<file path="src/rtl/seg7_scan_mux.sv">
// Four-digit multiplexed seven-segment scan controller with frame-aligned value updates.
// Optional leading-zero blanking is enabled by defining SEG7_SCAN_LZ_BLANK_EN.
module seg7_scan_mux #(
    parameter int PRESCALE = 100000,
    parameter int CNT_W    = 17
) (
    input  logic        clk,
    input  logic        rst,
    input  logic [15:0] value_in,
    input  logic        load,
    input  logic        en,
    output logic [3:0]  num,
    output logic [3:0]  an,
    output logic [1:0]  digit_idx,
    output logic        upd_pending
);

    localparam logic [CNT_W-1:0] CNT_LAST = CNT_W'(PRESCALE - 1);

    logic [CNT_W-1:0] cnt_q, cnt_d;
    logic [1:0]       digit_q, digit_d;
    logic [15:0]      disp_q, disp_d;
    logic [15:0]      pend_q, pend_d;
    logic             upd_q, upd_d;
    logic [3:0]       num_q, num_d;
    logic [3:0]       an_q, an_d;
    logic             tick;
    logic             frame_end;
    logic [3:0]       blank_mask;

    assign tick      = (cnt_q == CNT_LAST);
    assign frame_end = tick && (digit_q == 2'd3);

`ifdef SEG7_SCAN_LZ_BLANK_EN
    // A digit goes dark when it and every more significant digit are zero.
    assign blank_mask[0] = 1'b0;
    generate
        for (genvar gi = 1; gi < 4; gi++) begin : g_lz_blank
            assign blank_mask[gi] = (disp_q[15:4*gi] == '0);
        end
    endgenerate
`else
    assign blank_mask = 4'b0000;
`endif

    always_comb begin
        cnt_d   = tick ? '0 : cnt_q + CNT_W'(1);
        digit_d = tick ? digit_q + 2'd1 : digit_q;
        disp_d  = disp_q;
        pend_d  = pend_q;
        upd_d   = upd_q;

        // A load landing on the boundary itself bypasses the pending register.
        if (load && frame_end) begin
            disp_d = value_in;
            upd_d  = 1'b0;
        end else if (load) begin
            pend_d = value_in;
            upd_d  = 1'b1;
        end else if (frame_end && upd_q) begin
            disp_d = pend_q;
            upd_d  = 1'b0;
        end

        num_d = disp_q[{digit_q, 2'b00} +: 4];
        an_d  = en ? (~(4'b0001 << digit_q) | blank_mask) : 4'b1111;
    end

    always_ff @(posedge clk) begin
        if (rst) begin
            cnt_q   <= '0;
            digit_q <= 2'd0;
            disp_q  <= 16'h0000;
            pend_q  <= 16'h0000;
            upd_q   <= 1'b0;
            num_q   <= 4'h0;
            an_q    <= 4'b1111;
        end else begin
            cnt_q   <= cnt_d;
            digit_q <= digit_d;
            disp_q  <= disp_d;
            pend_q  <= pend_d;
            upd_q   <= upd_d;
            num_q   <= num_d;
            an_q    <= an_d;
        end
    end

    assign num         = num_q;
    assign an          = an_q;
    assign digit_idx   = digit_q;
    assign upd_pending = upd_q;

endmodule

</file>
<file path="config.mk">
export PLATFORM = sky130hd
export DESIGN_NAME = seg7_scan_mux
export DESIGN_NICKNAME = d
export VERILOG_FILES = /design/src/rtl/seg7_scan_mux.sv
export SDC_FILE = /design/constraint.sdc
export NUM_CORES = 1
export LEC_CHECK = 0
export BUFFER_PORTS_ARGS = -buffer_cell sky130_fd_sc_hd__clkbuf_2
export CAP_MARGIN = 15
export CORE_MARGIN = 2
export CORE_UTILIZATION = 40
export CTS_BUF_LIST = sky130_fd_sc_hd__clkbuf_2
export CTS_CLUSTER_DIAMETER = 60
export CTS_CLUSTER_SIZE = 10
export DETAILED_ROUTE_END_ITERATION = 10
export GPL_ROUTABILITY_DRIVEN = 0
export SLEW_MARGIN = 25
export SYNTH_ARGS = -nofsm -noshare
export SYNTH_HDL_FRONTEND = slang
export SYNTH_SLANG_ARGS = --single-unit
</file>
<file path="constraint.sdc">
create_clock -name clk -period 2 [get_ports clk]
set_input_delay 0.2 -clock clk [delete_from_list [all_inputs] [get_ports clk]]
set_output_delay 0.2 -clock clk [all_outputs]
set_load 0.03 [all_outputs]
</file>
==> summary.txt <==
Final layout
  • Area grow syn2layout: 17.8%
  • Share of layout cells above drive strength 1: 21.8%
  • Net count, final: 364
  • Antenna cells: 0
  • Final std cells w/o fill: 443
  • Finished Core Util: 48.2%
  • Final Instance Area: 3460 µm²

Worst setup path
  • CP max stage cell: a21oi_4
  • Crit path depth: 5
  • Critical Path Source Type: flop
  • Critical Path Max Stage Delay: 0.52 ns
  • Top delay family on crit path: compound AO/OA/AOI/OAI gates
  • CP Launch Point: cnt_q[0]$_SDFF_PP0_
  • Arrival time worst endpoint: 2.22 ns
  • CP Class: flop to flop
  • Worst endpoint required time: 2.40 ns
  • Setup crit end kind: flop
  • Critical path peak fanout: 16
  • Flop-to-flop setup slack: 0.18 ns
  • Critical path buffers and inverters: 0
  • Critical R2R Launch: cnt_q[0]$_SDFF_PP0_
  • CP cell instances: ha_1 > and4_4 > and4_1 > a21oi_4 > o2bb2ai_1
  • Reg2reg path depth: 5

STA
  • Setup TNS: 0 ns
  • Clock Skew: 0.0241 ns
  • Fmax: 550 MHz
  • RSZ-0062 raised after global routing: no
  • Setup violators final: 0
  • Min Tclk post-route: 1.82 ns
  • Worst-margin pin slew: 0.603 ns
  • Slew headroom: 59.6%
  • Ratio of final minimum period to clock period: 91.0%
  • Final Hold Vio Count: 0
  • Max Slew Vio Count: 0
  • WHS: 0.0930 ns
  • Fin worst setup slack: 0.180 ns

Synthesis
  • Syn Area/Cell: 9.83 µm²
  • Cell accounting for the most synthesized area: dfxtp_1
  • Distinct cells, synth: 40
  • Number of synthesized flops with an enable pin: 0
  • Largest cells by area after synthesis: dfxtp_1, o2bb2ai_2, nand4b_1
  • Sequential share of the synthesized area: 40.9%
  • Primary FF master, synth: dfxtp_1
  • Synthesized area: 2940 µm²
  • Syn Nets: 324
  • Commonest cells in the netlist: dfxtp_1, nand2_1, nor2_1
  • Count leader, synth: dfxtp_1
  • Mapped Cells: 299
  • Yosys warns: 0
  • Top cell type's share of synthesized area: 40.9%
  • Asr flop ratio synth: 0%
  • Synth Register Bits: 60

Global routing
  • First-pass GRT wire length: 11,100 µm
  • Vias in the first global route: 2,222
  • Antenna violations before repair: 0
  • GRT overflow: 0
  • Total GRT Usage: 16.9%
  • Largest net degree at the start of global routing: 50

Routing
  • Via count: 2,359
  • Antenna viol nets, final: 0
  • DRC: 0
  • Vias per cell: 5.33
  • DR WL/cell: 14.7 µm
  • Final WL: 6530 µm
  • 1st-pass router iterations: 5
  • Starting DRT DRC Count: 122

Hold path
  • Hold crit path type: input pin to flop
  • Hold Path Depth: 3
  • Hold_sp: en

Clock network
  • H-tree depth: 3
  • Clock Latency Late Sink: 0.47 ns
  • Post-CTS Setup Bufs: 0
  • CTS tree: yes
  • Clock buffer depth: 2
  • CTS sink count: 60
  • Clk root buf: clkbuf_2
  • Clk pin slew, worst setup/hold paths: 0.18 ns
  • CTS buffer count: 9

Placed design
  • DP Wirelength: 4200 µm
  • Area post-placement: 3160 µm²
  • Placed Cells incl. Taps: 411
  • # port buffers: 30
  • DP Worst Slack: 0.184 ns

Floorplanning
  • Row cnt: 31
  • Die Area: 8050 µm²
  • Core region area: 7180 µm²
  • Die height: 89.7 µm
  • Initial core utilization: 40.9%
  • Die width: 89.7 µm
  • IO Count: 31

Power and ir drop
  • Worst vdd ir: 0.271 mV
  • PD cells: 680 nW/µm²
  • Static Leak: 1.25 nW
  • Power Total: 2.35 mW

Run
  • Max Cap Viol: 0

Outcome
  • Run status: finished, final reports clean
==> cell families after synthesis <==
family / share of synthesized area, %
simple gates: 23.8
mux: 3.41
xor+xnor: 4.47
flops: 40.9
compound gates: 20.1
fa+ha+maj: 2.13
buf+inv: 5.20
==> tightest hold or removal path, cell delays in order <==
cell and delay (ns):
clkbuf_2 0.08, nor2b_1 0.19, nand2_1 0.08
==> what timing repair did <==
item                                    CTS  global route
hold buffers                             16             0
endpoints found under the setup margin    0             2
resized for setup                         0             1
endpoints found under the hold margin    16             0
==> report_power, final <==
group | internal (mW) | switching, mW | leakage (nW)
logic | 0.104 | 0.120 | 0.681
clock network | 0.419 | 0.446 | 0.0796
registers | 1.24 | 0.0267 | 0.489
==> per-layer routing <==
layer  vias to the layer above  track usage, %  wire (µm)
met4                         0            6.67         83
met3                         9            3.19        145
met1                      1120            22.1       3230
li1                       1199               -          -
met5                         -               0          0
met2                        31            27.7       3070
==> layout by cell type, fill, tap and decap left out, types with 2 or more instances in the layout <==
master / instances
nor2_1: 23
nand2_1: 25
xnor2_1: 11
mux4_2: 4
clkbuf_2: 41
o311ai_1: 12
o311ai_0: 4
inv_1: 4
nor4b_2: 2
ha_1: 5
dlygate4sd3_1: 16
nand4b_1: 16
bufinv_16: 2
nand4_1: 7
nor2b_1: 6
dfxtp_1: 60
o2bb2ai_1: 6
nand3_1: 5
xor2_1: 4
a31oi_1: 16
a21boi_0: 15
nor4_1: 4
nor3b_1: 16
nor3_1: 4
buf_4: 8
o2bb2ai_2: 10
==> state kept, by name, indices dropped and copies added, names as in the netlist <==
register	cells
num	4
disp_q	16
an	4
upd_pending	1
pend_q	16
cnt_q	17
digit_idx	2
==> area by class of cell <==
| cell class | count | area, µm² |
|---|---|---|
| Tap cell | 99 | 124 |
| Inverter | 4 | 15.0 |
| Clock buffer | 11 | 55.1 |
| Sequential cell | 60 | 1200 |
| Multi-Input combinational cell | 208 | 1590 |
| Fill cell | 698 | 3720 |
| Clock inverter | 5 | 76.3 |
| Timing Repair Buffer | 56 | 402 |
==> final timing paths <==
check / endpoint
max: disp_q[3]$_SDFFE_PP0P_
min reg2reg: disp_q[0]$_SDFFE_PP0P_
max reg2reg: disp_q[3]$_SDFFE_PP0P_
min: an[1]$_SDFF_PP1_
No activity file was read; power rests on OpenSTA's default activity.
